===== src/rtl/alu_pipe.sv =====
// alu_pipe: four-operation signed ALU carried through a STAGES-deep
// valid/ready pipeline with per-result flags, sticky flags and a beat counter.
module alu_pipe #(
  parameter int WIDTH  = 4,
  parameter int STAGES = 2,
  parameter int CNT_W  = 8
) (
  input  logic             i_clk,
  input  logic             i_rstn,
  input  logic             i_valid,
  output logic             o_ready,
  input  logic [WIDTH-1:0] i_arg0,
  input  logic [WIDTH-1:0] i_arg1,
  input  logic [1:0]       i_oper,
  output logic             o_valid,
  input  logic             i_ready,
  output logic [WIDTH-1:0] o_result,
  output logic [3:0]       o_flag,
  input  logic             i_sticky_clr,
  output logic [1:0]       o_sticky,
  output logic [CNT_W-1:0] o_count
);

  localparam int LW = $clog2(WIDTH + 1);

  typedef struct packed {
    logic [WIDTH-1:0] result;
    logic [3:0]       flag;
  } beat_t;

  logic             en;
  logic             hs;
  logic [3:0]       op_sel;
  logic [WIDTH-1:0] diff;
  logic [LW-1:0]    lead;
  logic [LW-1:0]    idx;
  logic             run;
  logic [WIDTH-1:0] res_c;
  logic             err_c;
  logic             ovf_c;
  logic             neg_c;
  logic             pos_c;
  beat_t            beat_c;

  logic [STAGES-1:0] vld_q;
  beat_t             data_q [STAGES];
  logic [1:0]        sticky_q;
  logic [CNT_W-1:0]  count_q;

  assign en     = ~o_valid | i_ready;
  assign o_ready = en;
  assign hs     = o_valid & i_ready;
  assign op_sel = 4'b0001 << i_oper;

  always_comb begin
    diff = i_arg0 - i_arg1;
    lead = '0;
    run  = 1'b1;
    for (int i = WIDTH - 1; i >= 0; i--) begin
      run  = run & i_arg0[i];
      lead = lead + LW'(run);
    end
    idx = '0;
    for (int i = 0; i < WIDTH; i++) begin
      if (i_arg0[i]) idx = LW'(i);
    end
  end

  always_comb begin
    res_c = '0;
    err_c = 1'b0;
    ovf_c = 1'b0;
    unique case (1'b1)
      op_sel[0]: begin
        res_c = diff;
        ovf_c = (i_arg0[WIDTH-1] ^ i_arg1[WIDTH-1])
              & (diff[WIDTH-1] ^ i_arg0[WIDTH-1]);
      end
      op_sel[1]: res_c = ~(i_arg0 & i_arg1);
      op_sel[2]: res_c = WIDTH'(lead);
      op_sel[3]: begin
        // only a single set bit decodes; anything else is an error
        if ($onehot(i_arg0)) res_c = WIDTH'(idx);
        else                 err_c = 1'b1;
      end
      default: ;
    endcase
  end

  assign neg_c  = res_c[WIDTH-1] & (|res_c);
  assign pos_c  = ~res_c[WIDTH-1] & (|res_c);
  assign beat_c = '{result: res_c,
                    flag:   {ovf_c, pos_c, neg_c, err_c}};

  // every stage moves together; bubbles are kept in place
  always_ff @(posedge i_clk or negedge i_rstn) begin
    if (!i_rstn) begin
      vld_q <= '0;
      for (int i = 0; i < STAGES; i++) begin
        data_q[i] <= '0;
      end
    end else if (en) begin
      vld_q[0]  <= i_valid;
      data_q[0] <= beat_c;
      for (int i = 1; i < STAGES; i++) begin
        vld_q[i]  <= vld_q[i-1];
        data_q[i] <= data_q[i-1];
      end
    end
  end

  assign o_valid  = vld_q[STAGES-1];
  assign o_result = data_q[STAGES-1].result;
  assign o_flag   = data_q[STAGES-1].flag;

  // a beat leaving during a clear still records its own flags
  always_ff @(posedge i_clk or negedge i_rstn) begin
    if (!i_rstn) begin
      sticky_q <= '0;
    end else if (i_sticky_clr) begin
      sticky_q <= hs ? {o_flag[3], o_flag[0]} : 2'b00;
    end else if (hs) begin
      sticky_q <= sticky_q | {o_flag[3], o_flag[0]};
    end
  end

  always_ff @(posedge i_clk or negedge i_rstn) begin
    if (!i_rstn) begin
      count_q <= '0;
    end else if (hs) begin
      count_q <= count_q + CNT_W'(1);
    end
  end

  assign o_sticky = sticky_q;
  assign o_count  = count_q;

endmodule


===== config.mk =====
export PLATFORM = sky130hd
export DESIGN_NAME = alu_pipe
export DESIGN_NICKNAME = d
export VERILOG_FILES = /design/src/rtl/alu_pipe.sv
export SDC_FILE = /design/constraint.sdc
export NUM_CORES = 1
export LEC_CHECK = 0
export CAP_MARGIN = 40
export CORE_MARGIN = 2
export CORE_UTILIZATION = 53
export CTS_CLUSTER_SIZE = 16
export DETAILED_ROUTE_END_ITERATION = 12
export PLACE_DENSITY = 0.93
export SYNTH_ARGS = -nofsm -noshare
export SYNTH_HDL_FRONTEND = slang
export SYNTH_SLANG_ARGS = --single-unit

===== constraint.sdc =====
create_clock -name i_clk -period 4 [get_ports i_clk]
set_clock_uncertainty 0.1 [all_clocks]
set_input_delay 0.8 -clock i_clk [delete_from_list [all_inputs] [get_ports i_clk]]
set_output_delay 0.8 -clock i_clk [all_outputs]
set_load 0.02 [all_outputs]

==> Word level (Yosys, flattened, before mapping) <==
Index checks and enable logic that the tools add are counted.
{ "op_classes": {"add_sub_neg": 8, "n_eq_ne": 1, "shift": 1, "muxes": 11, "bitwise": 15, "reduce_logical": 2} }
{ "op_table": {"columns": ["cell", "n"], "rows": [
  ["case mux 4 bit (4 select lines)", 1],
  ["adder 8 x 1 -> 8 bit, second input constant", 1],
  ["2-to-1 mux 2 bit", 4],
  ["AND 1 bit", 7],
  ["adder 1 x 1 -> 2 bit", 3],
  ["2-to-1 mux 3 bit", 2],
  ["AND 4 bit", 1],
  ["2-to-1 mux 1 bit", 4],
  ["inverter 4 bit", 1],
  ["OR reduction 4 bit", 1],
  ["left shift 1 x 2 -> 4 bit, first input constant", 1],
  ["subtractor 4 bit", 1],
  ["adder 2 x 1 -> 3 bit", 1],
  ["adder 2 x 2 -> 3 bit", 1],
  ["adder 3 x 1 -> 3 bit", 1],
  ["equality test 3 x 1 -> 1 bit, second input constant", 1],
  ["inverter 1 bit", 2],
  ["OR 2 bit", 1],
  ["nonzero test 2 bit", 1],
  ["XOR 1 bit", 2],
  ["OR 1 bit", 1]
]} }
{ "word_totals": {"ff_bits": 28, "input_bits": 15, "out_inout_bits": 20} }

==> Logic depth before layout (Yosys ltp) <==
{ "depth": {"word_depth": 7, "depth_mapped": 11, "depth_no_buf": 11} }

==> Least setup slack after synthesis <==
Ideal clock, no wire load.
{ "synth_path": {"kind": "input-to-reg", "start": "in i_arg0[0]", "end": "reg data_q[10] (netlist name)", "setup_time_ns": 0.065, "arrival_ns": 2.837, "t_required_ns": 3.835, "slack_ns": 0.998, "path_stages": 10, "n_path_buf": 0, "cell_sequence": "inv_1 > fa_1 > inv_1 > ha_1 > ha_1 > nor3b_2 > o21ai_1 > mux4_2 > nand3_1 > o211a_1"} }
{ "synth_between": {"elab_chain_len": 7, "word_cells_on_any_way": 13, "cone_classes": "add/sub (4); eq/ne (1); mux (2); bitwise (5); reduce/logical (1)"} }
{ "synth_lines": {"columns": ["element", "line_no", "rtl"], "rows": [
  ["start: declaration", "12", "input logic [WIDTH-1:0] i_arg0,"],
  ["adder 1 x 1 -> 2 bit (not written as such)", "83", "if ($onehot(i_arg0)) res_c = WIDTH'(idx);"],
  ["adder 2 x 2 -> 3 bit (not written as such)", "83", null],
  ["equality test 3 x 1 -> 1 bit", "83", null],
  ["2-to-1 mux 3 bit", "83", null],
  ["case mux 4 bit (4 select lines) (*)", "73", "unique case (1'b1)"],
  ["OR reduction 4 bit", "91", "assign pos_c = ~res_c[WIDTH-1] & (|res_c);"],
  ["AND 1 bit (*)", "91", null],
  ["end signal: indexed assignment", "107", "data_q[i] <= data_q[i-1];"],
  ["end: declaration", "46", "beat_t data_q [STAGES];"]
]} }
Mark *: on every way between the ends. The rest lies on a longest branch, timed or not.
A chain may end at the register's enable or synchronous reset.

==> Worst setup path in the final report <==
{ "layout_path": {"start": "in i_arg0[3]", "end": "reg data_q[10] (netlist name)"} }
{ "layout_between": {"elab_chain_len": 7, "word_cells_on_any_way": 18, "cone_classes": "add/sub (6); eq/ne (1); mux (3); bitwise (7); reduce/logical (1)"} }
{ "layout_lines": {"columns": ["element", "line_no", "rtl"], "rows": [
  ["AND 1 bit or adder 1 x 1 -> 2 bit (tied branches)", "60, 83", null],
  ["adder 1 x 1 -> 2 bit, or another cell as far along", "61", "lead = lead + LW'(run);"],
  ["adder 2 x 1 -> 3 bit, or another cell as far along", "61", null],
  ["adder 3 x 1 -> 3 bit or 2-to-1 mux 3 bit (tied branches)", "61, 83", null],
  ["case mux 4 bit (4 select lines) (*)", "73", null],
  ["OR reduction 4 bit", "91", null],
  ["AND 1 bit (*)", "91", null]
]} }
Marked as above.

==> flow_summary_export.csv <==
group,metric,value,unit
global_routing,overflow,0,
pwr,leakage,0.000902,uW
global_routing,grtUsageTotal,0.182,
timing,rsz0062_at_grt,"false",
timing,fin_crit,3.40,ns
yosys,syn_nets,184,
floorplanning,die_h,56.9,um
clock_network,cts_resized,0,
finish,fill_cells,207,
drt,routed_via_density,5.12,
critical_path,crit_type,"in -> reg",
critical_path,cp.arrival,3.57,ns
critical_path,worst-path-max-fanout,5,
hold_path,hold_class,"reg -> reg",
clock_network,worstSkewPairLatency,0.31,ns
yosys,syn-instance-count,154,
timing,hold_ws,0.374,ns
finish,diodes,0,
finish,num-nets-final,213,
placement,io_buffers,34,
clock_network,cts_buffer_depth,2,
floorplanning,ioPinCount,35,
yosys,async_reset_ff_frac,1.00,
yosys,synth-main-ff-cell,"dfrtp_1",
job,maxCapViolCount,0,
critical_path,cp-end-kind,"flop",
yosys,yosysTopAreaCell,"dfrtp_1",
drt,drc,0,
placement,dp.final_hpwl,2.26,mm
clock_network,cts_setup_buffers,0,
yosys,ys_ff_latch,26,
pwr,power_density,479,nW/um2
placement,gp_congestion,0.921,
drt,drt-pass1-iter-count,4,
global_routing,grt_pass1_wl,4.71,mm
drt,ant_nets,0,
drt,drt_iter0_drc,17,
critical_path,critical_path_required,4.17,ns
floorplanning,core_area,2710,um2
yosys,yosysTopAreaCellShare,0.438,
drt,routedWlPerCell,12.9,um
yosys,netlist_area,1490,um2
floorplanning,start_util,0.548,
finish,final_layout_size_suffix_gt1_frac,0.0604,
global_routing,antenna_found_initial,0,
yosys,synth_area_leaders,"dfrtp_1, ha_1, nand2_1",
timing,setup_violations,0,
status,status,"finished clean",
critical_path,cp-start-kind,"input port",
clock_network,cts_tree,"done",
yosys,yosys_warnings,0,
clock_network,clockRootBuffer,"clkbuf_4",
clock_network,path_clk_slew,0.14,ns
clock_network,cts_buffers,3,
timing,relSlewSlack,0.760,
drt,drt-total-wl,2.75,mm
timing,min_period_over_period,0.850,
clock_network,hold_buffers,0,
floorplanning,std_cell_rows,19,
drt,dr_total_vias,1091,
floorplanning,die_x,56.9,um
global_routing,grt_max_degree,21,
yosys,synthDistinctLibCells,32,
timing,worst_pin_slew,0.359,ns
clock_network,cts.sink_count,26,
global_routing,first_global_vias,1131,
timing,final_max_slew_viol_count,0,
yosys,post_synth.cell_area_avg,9.64,um2
yosys,seq_area_frac_synth,0.438,
clock_network,htree_levels,1,
floorplanning,dieArea,3240,um2
pwr,ir_drop,0.000445,V
timing,max_freq,294,MHz
yosys,synth_edf_count,0,
timing,fin_setup_tns,0,ns
finish,area_growth_syn_to_layout,25.8,%
timing,hold_violations,0,
[logic make-up (layout without fill, tap and decap cells)]
kind of cell	Yosys count	after routing	share of synthesized area
and+or+nand+nor	58	58	0.174
buffers and inverters	27	55	0.0885
DFF	26	26	0.438
adders and majority gates	15	15	0.142
AOI/OAI and AO/OA	14	14	0.0623
xor gates and xnor gates	10	10	0.0590
muxes	4	4	0.0362
[registers in the layout, indices dropped and copies added, names as in the netlist]
| signal | cells |
|---|---|
| o_count | 8 |
| data_q | 7 |
| o_flag | 4 |
| o_result | 3 |
| o_sticky | 2 |
| vld_q | 2 |
[critical path, cell delays in order]
cell and delay [ns]:
clkdlybuf4s50_1 0.55, inv_1 0.14, fa_1 0.49, inv_1 0.04, ha_1 0.17, ha_1 0.28, nor3b_2 0.25, o21ai_1 0.10
mux4_2 0.49, nand3_1 0.10, o211a_1 0.14
[synth_stat cells (all sizes together), types with 2 or more instances]
cell type / count
nand4: 3
nor2: 8
nand3: 2
mux2i: 2
xor2: 4
nand2: 35
buf: 8
dfrtp: 26
and2: 2
ha: 12
fa: 3
o21ai: 4
inv: 14
a21oi: 4
nand2b: 2
xnor2: 6
clkbuf: 5
nor2b: 2
[report_power, final]
group	internal, uW	switching, uW
logic	167	166
registers	324	60.3
clock network	101	76.7
[per-stage QoR]
step / cell area (um2) / setup slack (ns) / instances / power (uW) / utilization
detailed placement: 1820 / 0.267 / 209 / 726 / 0.670
CTS: 1870 / 0.615 / 213 / 901 / 0.689
finish: 1870 / 0.600 / 213 / 895 / 0.689
global placement: 1800 / 0.394 / 208 / 700 / 0.664
floorplan: 1490 / 0.998 / 154 / 582 / -
global route: 1870 / 0.510 / 213 / 945 / 0.689
[path summary, 6_finish.rpt]
kind                                      endpoint  depth (start not counted)                  from  slack (ns)
setup / recovery            data_q[10]$_DFFE_PN0P_                         11             i_arg0[3]        0.60
max in group asynchronous   data_q[12]$_DFFE_PN0P_                          2                i_rstn        2.71
setup reg to reg            data_q[10]$_DFFE_PN0P_                          6  vld_q[1]$_DFFE_PN0P_        2.37
min in group asynchronous  o_sticky[0]$_DFFE_PN0P_                          1                i_rstn        0.64
hold / removal                vld_q[0]$_DFFE_PN0P_                          2  vld_q[0]$_DFFE_PN0P_        0.37
hold reg to reg               vld_q[0]$_DFFE_PN0P_                          2  vld_q[0]$_DFFE_PN0P_        0.37
[cell usage in the layout, fill, tap and decap left out, types with 2 or more instances in the layout]
cell,n
nand2b_1,2
nand2_1,35
inv_1,13
nor2b_1,2
fa_1,3
o21ai_0,3
xnor2_1,6
and2_1,2
clkbuf_4,3
mux2i_1,2
nand3_1,2
xor2_1,4
buf_4,2
ha_1,12
dfrtp_1,26
clkdlybuf4s50_1,34
nand4_1,3
a21oi_1,4
nor2_1,8
[per-layer routing]
layer | global-route usage | vias to the layer above | wire, um
li1 | - | 543 | -
met1 | 0.199 | 512 | 1110
met2 | 0.350 | 32 | 1500
met3 | 0.0272 | 4 | 114
met4 | 0.0664 | 0 | 19
met5 | 0 | - | 0
[area by class of cell]
type                       instances  area [um2]  share of cell area
clock buffer                       3        22.5              0.0121
clock inverter                     1        30.0              0.0161
inverter                          14        52.6              0.0281
sequential                        26         651               0.348
timing repair buffer              37         370               0.198
tap                               31        38.8              0.0208
multi-input combinational        101         703               0.376
No activity file was read; power rests on OpenSTA's default activity.
